$ cat src/rtl/multicycle_ctrl_pkg.sv
// Shared encodings for the RV32I multi-cycle controller: FSM states, opcode classes,
// opcode constants and datapath select codes.
package multicycle_ctrl_pkg;

    typedef enum logic [2:0] {
        StReset  = 3'd0,
        StFetch  = 3'd1,
        StDecode = 3'd2,
        StExec   = 3'd3,
        StMem    = 3'd4,
        StWb     = 3'd5,
        StTrap   = 3'd6
    } state_e;

    typedef enum logic [3:0] {
        ClsAlu, ClsLoad, ClsStore, ClsBranch, ClsJal,
        ClsJalr, ClsLui, ClsAuipc, ClsFence, ClsSystem
    } cls_e;

    localparam logic [6:0] OpcLoad   = 7'b0000011;
    localparam logic [6:0] OpcMisc   = 7'b0001111;
    localparam logic [6:0] OpcOpImm  = 7'b0010011;
    localparam logic [6:0] OpcAuipc  = 7'b0010111;
    localparam logic [6:0] OpcStore  = 7'b0100011;
    localparam logic [6:0] OpcOp     = 7'b0110011;
    localparam logic [6:0] OpcLui    = 7'b0110111;
    localparam logic [6:0] OpcBranch = 7'b1100011;
    localparam logic [6:0] OpcJalr   = 7'b1100111;
    localparam logic [6:0] OpcJal    = 7'b1101111;
    localparam logic [6:0] OpcSystem = 7'b1110011;

    localparam logic [1:0] PcPlus4  = 2'd0;
    localparam logic [1:0] PcBranch = 2'd1;
    localparam logic [1:0] PcJalr   = 2'd2;

    localparam logic [1:0] WbAlu  = 2'd0;
    localparam logic [1:0] WbLoad = 2'd1;
    localparam logic [1:0] WbPc4  = 2'd2;
    localparam logic [1:0] WbImmU = 2'd3;

    localparam logic [2:0] ImmI = 3'd0;
    localparam logic [2:0] ImmS = 3'd1;
    localparam logic [2:0] ImmB = 3'd2;
    localparam logic [2:0] ImmU = 3'd3;
    localparam logic [2:0] ImmJ = 3'd4;

    localparam logic [1:0] AluAdd   = 2'd0;
    localparam logic [1:0] AluFunct = 2'd1;
    localparam logic [1:0] AluCmp   = 2'd2;

endpackage

$ cat src/rtl/multicycle_ctrl_dec.sv
// Combinational opcode classifier: flags legal RV32I base opcodes and maps them to a class.
module multicycle_ctrl_dec
    import multicycle_ctrl_pkg::*;
(
    input  logic [6:0] opcode_i,
    output logic       legal_o,
    output cls_e       cls_o
);

    always_comb begin
        legal_o = 1'b1;
        cls_o   = ClsAlu;
        case (opcode_i)
            OpcOp, OpcOpImm: cls_o = ClsAlu;
            OpcLoad:         cls_o = ClsLoad;
            OpcStore:        cls_o = ClsStore;
            OpcBranch:       cls_o = ClsBranch;
            OpcJal:          cls_o = ClsJal;
            OpcJalr:         cls_o = ClsJalr;
            OpcLui:          cls_o = ClsLui;
            OpcAuipc:        cls_o = ClsAuipc;
            OpcMisc:         cls_o = ClsFence;
            OpcSystem:       cls_o = ClsSystem;
            default:         legal_o = 1'b0;
        endcase
    end

endmodule

$ cat src/rtl/multicycle_ctrl.sv
// Multi-cycle RV32I control FSM: fetch/decode/exec/mem/wb sequencing, datapath selects,
// memory handshakes, trap handling and retired-instruction counting.
module multicycle_ctrl
    import multicycle_ctrl_pkg::*;
#(
    parameter int unsigned CNT_W = 32,
    parameter int unsigned XLEN  = 32
) (
    input  logic             clk,
    input  logic             rst,
    input  logic [6:0]       opcode,
    input  logic [2:0]       funct3,
    input  logic             branch_taken,
    input  logic             imem_ready,
    input  logic             dmem_ready,
    output logic             imem_req,
    output logic             dmem_req,
    output logic             dmem_we,
    output logic             ir_we,
    output logic             pc_we,
    output logic [1:0]       pc_sel,
    output logic             rf_we,
    output logic [1:0]       wb_sel,
    output logic             alu_a_sel,
    output logic             alu_b_sel,
    output logic [2:0]       imm_sel,
    output logic [1:0]       alu_op,
    output logic [2:0]       state,
    output logic             retire,
    output logic [CNT_W-1:0] instret,
    output logic             halt,
    output logic             illegal
);

    if (XLEN != 32) begin : g_xlen_chk
        $error("multicycle_ctrl only supports XLEN = 32");
    end

    state_e           state_q, state_d;
    logic             illegal_q, illegal_d;
    logic [CNT_W-1:0] instret_q, instret_d;
    logic             legal;
    cls_e             cls;

    multicycle_ctrl_dec u_dec (
        .opcode_i (opcode),
        .legal_o  (legal),
        .cls_o    (cls)
    );

    // ALU/immediate selects stay stable from EXEC through WB so the ALU result is still valid
    // when it is written back (no ALU output register in the datapath).
    always_comb begin
        alu_op    = AluAdd;
        alu_a_sel = 1'b0;
        alu_b_sel = 1'b0;
        imm_sel   = ImmI;
        if (state_q == StExec || state_q == StMem || state_q == StWb) begin
            case (cls)
                ClsAlu: begin
                    alu_op    = AluFunct;
                    alu_b_sel = ~opcode[5];
                end
                ClsLoad:   alu_b_sel = 1'b1;
                ClsStore: begin
                    alu_b_sel = 1'b1;
                    imm_sel   = ImmS;
                end
                ClsBranch: begin
                    alu_op  = AluCmp;
                    imm_sel = ImmB;
                end
                ClsJal:    imm_sel = ImmJ;
                ClsLui:    imm_sel = ImmU;
                ClsAuipc: begin
                    alu_a_sel = 1'b1;
                    alu_b_sel = 1'b1;
                    imm_sel   = ImmU;
                end
                default: ;
            endcase
        end
    end

    always_comb begin
        state_d   = state_q;
        illegal_d = illegal_q;
        imem_req  = 1'b0;
        dmem_req  = 1'b0;
        dmem_we   = 1'b0;
        ir_we     = 1'b0;
        pc_we     = 1'b0;
        pc_sel    = PcPlus4;
        rf_we     = 1'b0;
        wb_sel    = WbAlu;
        retire    = 1'b0;
        case (state_q)
            StReset: state_d = StFetch;
            StFetch: begin
                imem_req = 1'b1;
                if (imem_ready) begin
                    ir_we   = 1'b1;
                    state_d = StDecode;
                end
            end
            StDecode: begin
                if (legal) begin
                    state_d = StExec;
                end else begin
                    state_d   = StTrap;
                    illegal_d = 1'b1;
                end
            end
            StExec: begin
                case (cls)
                    ClsLoad, ClsStore: state_d = StMem;
                    ClsBranch: begin
                        if (funct3 == 3'b010 || funct3 == 3'b011) begin
                            state_d   = StTrap;
                            illegal_d = 1'b1;
                        end else begin
                            pc_we   = 1'b1;
                            pc_sel  = branch_taken ? PcBranch : PcPlus4;
                            retire  = 1'b1;
                            state_d = StFetch;
                        end
                    end
                    ClsFence: begin
                        pc_we   = 1'b1;
                        retire  = 1'b1;
                        state_d = StFetch;
                    end
                    ClsSystem: state_d = StTrap;
                    default:   state_d = StWb;
                endcase
            end
            StMem: begin
                dmem_req = 1'b1;
                dmem_we  = (cls == ClsStore);
                if (dmem_ready) begin
                    if (cls == ClsStore) begin
                        pc_we   = 1'b1;
                        retire  = 1'b1;
                        state_d = StFetch;
                    end else begin
                        state_d = StWb;
                    end
                end
            end
            StWb: begin
                rf_we   = 1'b1;
                pc_we   = 1'b1;
                retire  = 1'b1;
                state_d = StFetch;
                case (cls)
                    ClsLoad:         wb_sel = WbLoad;
                    ClsJal, ClsJalr: wb_sel = WbPc4;
                    ClsLui:          wb_sel = WbImmU;
                    default:         wb_sel = WbAlu;
                endcase
                if (cls == ClsJal) begin
                    pc_sel = PcBranch;
                end else if (cls == ClsJalr) begin
                    pc_sel = PcJalr;
                end
            end
            StTrap:  state_d = StTrap;
            default: state_d = StReset;
        endcase
        instret_d = instret_q + {{(CNT_W-1){1'b0}}, retire};
    end

    always_ff @(posedge clk or posedge rst) begin
        if (rst) begin
            state_q   <= StReset;
            illegal_q <= 1'b0;
            instret_q <= '0;
        end else begin
            state_q   <= state_d;
            illegal_q <= illegal_d;
            instret_q <= instret_d;
        end
    end

    assign state   = state_q;
    assign halt    = (state_q == StTrap);
    assign illegal = illegal_q;
    assign instret = instret_q;

endmodule

$ cat config.mk
export PLATFORM = sky130hd
export DESIGN_NAME = multicycle_ctrl
export DESIGN_NICKNAME = d
export VERILOG_FILES = /design/src/rtl/multicycle_ctrl_pkg.sv /design/src/rtl/multicycle_ctrl_dec.sv /design/src/rtl/multicycle_ctrl.sv
export SDC_FILE = /design/constraint.sdc
export NUM_CORES = 1
export LEC_CHECK = 0
export CAP_MARGIN = 30
export CORE_AREA = 10 10 89 83
export CTS_CLUSTER_DIAMETER = 120
export DETAILED_ROUTE_END_ITERATION = 6
export DIE_AREA = 0 0 99 93
export PLACE_DENSITY = 0.69
export SYNTH_ARGS = -nofsm -noshare
export SYNTH_HDL_FRONTEND = slang
export SYNTH_HIERARCHICAL = 1
export SYNTH_SLANG_ARGS = --single-unit
$ cat constraint.sdc
create_clock -name clk -period 5.2 [get_ports clk]
set_input_delay 0.52 -clock clk [delete_from_list [all_inputs] [get_ports clk]]
set_output_delay 0.52 -clock clk [all_outputs]
set_load 0.01 [all_outputs]
=== Yosys cells after proc, flatten, opt, wreduce, memory -nomap -nowiden ===
Index checks and enable logic that the tools add are counted.

* Bits of input ports: 15
* Output and inout port bits: 55
* Register bits: 36
* Word-level logic and storage cells: 92

* Bitwise operators: 1
* Multiplexer cells: 40
* Add/sub/neg operators: 1
* Equality and inequality tests: 33
* Reduce and logical (&&, ||, !) cells: 14

{| class="wikitable"
|+ Operators by type and width
! cell !! number
|-
| 4-bit case mux with 9 select lines || 1
|-
| 32-bit by 1-bit adder with 32-bit output || 1
|-
| 7-bit equality test, second input constant || 4
|-
| 3-bit case mux with 4 select lines || 2
|-
| 7-bit by 6-bit equality test with 1-bit output, second input constant || 3
|-
| 1-bit two-way mux || 19
|-
| 3-bit two-way mux || 6
|-
| 3-bit case mux with 6 select lines || 1
|-
| 4-bit by 3-bit equality test with 1-bit output, second input constant || 4
|-
| 7-bit by 5-bit equality test with 1-bit output, second input constant || 2
|-
| 3-bit by 2-bit equality test with 1-bit output, second input constant || 4
|-
| 11-bit OR reduction || 1
|-
| 3-bit equality test, second input constant || 3
|-
| 4-bit by 2-bit equality test with 1-bit output, second input constant || 2
|-
| 4-bit equality test, second input constant || 2
|-
| 2-bit two-way mux || 4
|-
| 2-bit case mux with 2 select lines || 2
|-
| 2-bit OR reduction || 4
|-
| 7-bit by 2-bit equality test with 1-bit output, second input constant || 1
|-
| 7-bit by 4-bit equality test with 1-bit output, second input constant || 1
|-
| 2-bit inequality test, second input constant || 3
|-
| 1-bit case mux with 2 select lines || 3
|-
| 2-bit case mux with 3 select lines || 1
|-
| 4-bit by 1-bit equality test with 1-bit output, second input constant || 1
|-
| other kinds (11) || 14
|}

=== Longest topological paths before layout ===
* Depth in word-level cells: 7
* Gate-level depth with buffers: 15
* Gate-level depth less buffers: 13

=== Hierarchy ===
The synthesis kept the hierarchy.

{| class="wikitable"
|+ By module, submodules not included
! module !! cells an instance !! sequential area each (um^2) !! instances !! area an instance (um^2)
|-
| multicycle_ctrl || 196 || 900.9 || 1 || 1961.9
|-
| multicycle_ctrl_dec || 26 || 0.0 || 1 || 177.7
|}

=== Worst setup path after synthesis ===
Ideal clock, no wire load.

* Kind: input to register
* From: input opcode[6]
* To: register instret_q[28], in the netlist instret[28]
* Setup slack: 1.575 ns
* Buffers on the path: 1
* Arrival: 3.500 ns
* Library setup time: 0.126 ns
* Stages on the path: 13
* Cells stage by stage: buf_6 > a2bb2oi_1 > nor3_1 > nand2_1 > or3b_2 > a211o_1 > o21ai_0 > ha_1 > ha_1 > nand4_1 > nor3_2 > nand4_1 > xnor2_1

* Cells in the longest elaborated chain, start to end: 7

{| class="wikitable"
|+ RTL lines
! what !! RTL line !! text
|-
| from (decl) || multicycle_ctrl.sv:11 || <nowiki>input logic [6:0] opcode,</nowiki>
|-
| 7-bit equality test, or another cell as far along || multicycle_ctrl_dec.sv:13 || <nowiki>case (opcode_i)</nowiki>
|-
| 4-bit case mux with 9 select lines (*) || multicycle_ctrl_dec.sv:13 ||
|-
| net cls[1] || multicycle_ctrl.sv:43 || <nowiki>cls_e cls;</nowiki>
|-
| 4-bit by 2-bit equality test with 1-bit output || multicycle_ctrl.sv:141 || <nowiki>if (cls == ClsStore) begin</nowiki>
|-
| 1-bit two-way mux (2 in series) || n/a ||
|-
| 1-bit case mux with 3 select lines (*) || n/a ||
|-
| net pc_we || multicycle_ctrl.sv:20 || <nowiki>output logic pc_we,</nowiki>
|-
| 32-bit by 1-bit adder with 32-bit output (*) || multicycle_ctrl.sv:170 || <nowiki>instret_d = instret_q + {{(CNT_W-1){1'b0}}, retire};</nowiki>
|-
| net instret_d[28] || multicycle_ctrl.sv:41 || <nowiki>logic [CNT_W-1:0] instret_q, instret_d;</nowiki>
|-
| to (signal assigned) || multicycle_ctrl.sv:181 || <nowiki>instret_q <= instret_d;</nowiki>
|-
| to (decl) || multicycle_ctrl.sv:41 ||
|}

Mark *: on every way through the listed nets, which the timed path passes. The rest lies on a longest branch.
A chain may end at the register's enable or synchronous reset.

=== Worst setup path in the final report ===
* From: input opcode[2]
* To: register instret_q[26], in the netlist instret[26]

* Cells in the longest elaborated chain, start to end: 7

{| class="wikitable"
|+ RTL lines
! what !! RTL line !! text
|-
| 7-bit equality test, or another cell as far along || multicycle_ctrl_dec.sv:13 ||
|-
| 4-bit case mux with 9 select lines (*) || multicycle_ctrl_dec.sv:13 ||
|-
| net cls[0] || multicycle_ctrl.sv:43 ||
|-
| 4-bit by 2-bit equality test with 1-bit output || multicycle_ctrl.sv:141 ||
|-
| 1-bit two-way mux || multicycle_ctrl.sv:141 ||
|-
| 1-bit two-way mux || multicycle_ctrl.sv:140 || <nowiki>if (dmem_ready) begin</nowiki>
|-
| 1-bit case mux with 3 select lines (*) || multicycle_ctrl.sv:97 || <nowiki>case (state_q)</nowiki>
|-
| 32-bit by 1-bit adder with 32-bit output (*) || multicycle_ctrl.sv:170 ||
|-
| net instret_d[26] || multicycle_ctrl.sv:41 ||
|}

Marked as above.

==> flow_metrics.env <==
export IMPL_grt_pass1_vias=1888
export IMPL_synth_edff_count=0
export IMPL_cts_hold_buf=0
export IMPL_synth_area_mux_share=0.00468
export IMPL_hp_class="reg -> reg"
export IMPL_h_tree_depth=2
export IMPL_switching_share=0.337
export IMPL_core_area_um2=5560
export IMPL_die_area_um2=9210
export IMPL_postSynth_asyncResetShare=1.00
export IMPL_worstSetupPathDepth=15
export IMPL_fin_crit_ns=4.23
export IMPL_cts_root_buf="clkbuf_8"
export IMPL_cts_sinks=36
export IMPL_yosysWarnings=6
export IMPL_synth_top_family_by_area="simple AND/OR/NAND/NOR gates"
export IMPL_end_kind="flip-flop"
export IMPL_nNetsFinal=310
export IMPL_cpMaxStageDelayCell="clkdlybuf4s50_1"
export IMPL_die_y_um=93
export IMPL_hold_viol_final=0
export IMPL_synth_cell_types=51
export IMPL_vias=1884
export IMPL_intPower_w=0.000567
export IMPL_finalClockSkew_ns=0.00183
export IMPL_finalSetupViolations=0
export IMPL_synth_top_area_cell="dfrtp_1"
export IMPL_routed_via_density=5.18
export IMPL_path_cells="clkdlybuf4s50_1, nand2b_1, nand3_1, a211oi_1, buf_4, nand2_1, or3b_2, a211o_1, o21ai_0, ha_1, ha_1, nand4_1, nor3_2, nand4_1, xnor2_1"
export IMPL_ys_ff_latch=36
export IMPL_synth_xor_area_frac=0.123
export IMPL_netlist_area_um2=2140
export IMPL_drt_iter0_markers=138
export IMPL_clockBufferDepth=2
export IMPL_max_clock_freq_mhz=236
export IMPL_synth_adder_area_share=0.0117
export IMPL_ant_nets=0
export IMPL_final_cells=364
export IMPL_critical_path_class="in -> reg"
export IMPL_antenna_found_initial=0
export IMPL_slew_violations=0
export IMPL_power_frac_seq=0.427
export IMPL_fin_area_um2=2980
export IMPL_slowest_delay_ns=0.60
export IMPL_synth_nets=239
export IMPL_std_cell_rows=26
export IMPL_post_cts_buffers=0
export IMPL_clkTransAtPathRegs_ns=0.07
export IMPL_placed_area_um2=2900
export IMPL_worst_pin_slew_ns=0.698
export IMPL_grt_pass1_wl_mm=9.06
export IMPL_leakage_nw=1.24
export IMPL_setup_tns_ns=0
export IMPL_die_x_um=99
export IMPL_cts_resized=0
export IMPL_cp_top_family="simple AND/OR/NAND/NOR gates"
export IMPL_cp_data_required_time_ns=5.37
export IMPL_ys_flop_type="dfrtp_1"
export IMPL_status="finished, final reports clean"
export IMPL_drt_pass1_iter_count=4
export IMPL_pwr_share_comb=0.344
export IMPL_diodes=0
export IMPL_pin_count=70
export IMPL_clkPwrFrac=0.229
export IMPL_synth_compound_area_frac=0.0959
export IMPL_r2r_cells=9
export IMPL_rsz0062_at_grt="false"
export IMPL_crit_fanout=11
export IMPL_yosys_area_share_simple=0.307
export IMPL_crit_buf_inv=2
export IMPL_port_buffers=68
export IMPL_yosys_top_cells_area="dfrtp_1, xnor2_1, nand3_1"
export IMPL_drc_errors=0
export IMPL_peakVddDrop_uv=223
export IMPL_p_per_area_nw_per_um2=286
export IMPL_grt_ovfl_total=0
export IMPL_arrival_ns=4.40
export IMPL_fin_total_pwr_w=0.000855
export IMPL_seq_area_frac_synth=0.421
export IMPL_finalWirelength_mm=5.51
export IMPL_gp_congestion=0.853
export IMPL_slew_headroom=0.533
export IMPL_avgSynthCellArea_um2=9.64
export IMPL_wl_per_cell_um=15.1
export IMPL_drv_cap=0
export IMPL_grt_max_degree=37
export IMPL_grt_usage=0.116
export IMPL_cts_buffers=5
export IMPL_worst_hold_path_num_cells=1
export IMPL_drive_gt1_frac=0.0782
export IMPL_timing_final_crit_share=0.814
export IMPL_initial_utilization=0.385
export IMPL_synthCells=222
export IMPL_area_delta_synth_final_pct=39.5
export IMPL_start_kind="input pin"
export IMPL_yosys_area_top_type_share=0.421
export IMPL_cts_tree="done"
export IMPL_clkLatencyLatePin_ns=0.28
export IMPL_hpwlAfterDp_mm=4.21
export IMPL_placed_cells=356
export IMPL_p_sw_w=0.000288
## stage by stage
step | hold slack (ns) | setup WS (ns) | util
finish | 0.468 | 0.968 | 0.536
global route | 0.504 | 0.613 | 0.536
CTS | 0.477 | 0.943 | 0.536
detailed placement | 0.466 | 0.638 | 0.521
global placement | 0.461 | 0.703 | 0.521
floorplan | 0.507 | 1.57 | -
## routing by layer
layer	up-vias	share of wire	global-route usage
met4	0	0.0073	0.0322
met3	2	0.068	0.0427
met1	899	0.48	0.144
met2	42	0.45	0.185
li1	941	-	-
met5	-	0	0
## cell usage in the layout (no fill, tap or decap), types with 2 or more instances in the layout
cell type,instances
ha_1,2
nor3b_1,3
nor4b_1,2
buf_4,5
and3_1,6
and2_1,5
nor4_1,2
nand4_1,11
nor3_1,4
xor2_1,4
o22ai_1,2
a31oi_1,3
clkinv_2,2
nand3_1,17
nor2_1,15
xnor2_1,26
nor4_4,2
clkbuf_8,5
o21ai_0,5
inv_1,8
nand2b_1,9
nand3b_1,2
dfrtp_1,36
clkdlybuf4s50_1,68
a211oi_1,2
nand2_1,14
a21oi_1,10
## registers in the layout (all words and copies together) (netlist names)
register  count
illegal       1
instret      32
state         3
## Yosys cell counts, types with 4 or more instances
| cell type | number |
|---|---|
| xnor2_1 | 26 |
| nor2_1 | 15 |
| nand3_1 | 17 |
| xor2_1 | 4 |
| a21oi_1 | 10 |
| nor3_1 | 4 |
| and3_1 | 6 |
| nand2b_1 | 9 |
| nand4_1 | 11 |
| dfrtp_1 | 36 |
| inv_1 | 8 |
| nand2_1 | 14 |
| o21ai_0 | 5 |
| and2_1 | 5 |
## power groups by stage
| stage | sequential (W) | clock, W | combinational [W] |
|---|---|---|---|
| after global routing | 0.000374 | 0.000212 | 0.000324 |
| final | 0.000365 | 0.000196 | 0.000294 |
| after floorplan | 0.000364 | 0 | 0.000144 |
| after global placement | 0.000369 | 0 | 0.000297 |
| after CTS | 0.000365 | 0.000203 | 0.000301 |
| after detailed placement | 0.000371 | 0 | 0.000299 |
## path summary, 6_finish.rpt
check | from | to | slack [ns]
setup / recovery | opcode[2] | instret[26] | 0.97
hold / removal | instret[31] | instret[31] | 0.47
setup reg to reg | state[0] | instret[26] | 2.30
hold reg to reg | instret[31] | instret[31] | 0.47
max in group asynchronous | rst | instret[0] | 4.24
min in group asynchronous | rst | instret[30] | 0.64
## worst register-to-register path, stage by stage (launching register included)
cell	delay, ns
dfrtp_1	0.53
nand3b_1	0.23
a211o_1	0.31
o21ai_0	0.20
ha_1	0.32
ha_1	0.24
nand4_1	0.22
nor3_2	0.40
nand4_1	0.19
xnor2_1	0.15
## cell families (layout without fill, tap and decap cells)
group | Yosys count | count (layout)
fa+ha+maj | 2 | 2
flops | 36 | 36
simple gates | 105 | 105
compound gates | 31 | 31
mux | 1 | 1
xor+xnor | 30 | 30
buf+inv | 17 | 89
## layout make-up
| type | instances | area [µm²] |
|---|---|---|
| Tap cell | 70 | 87.6 |
| Sequential cell | 36 | 901 |
| Fill cell | 523 | 2580 |
| Inverter | 8 | 30.0 |
| Timing Repair Buffer | 73 | 718 |
| Clock buffer | 5 | 68.8 |
| Clock inverter | 3 | 18.8 |
| Multi-Input combinational cell | 169 | 1160 |
Power figures use the tool's default switching activity.
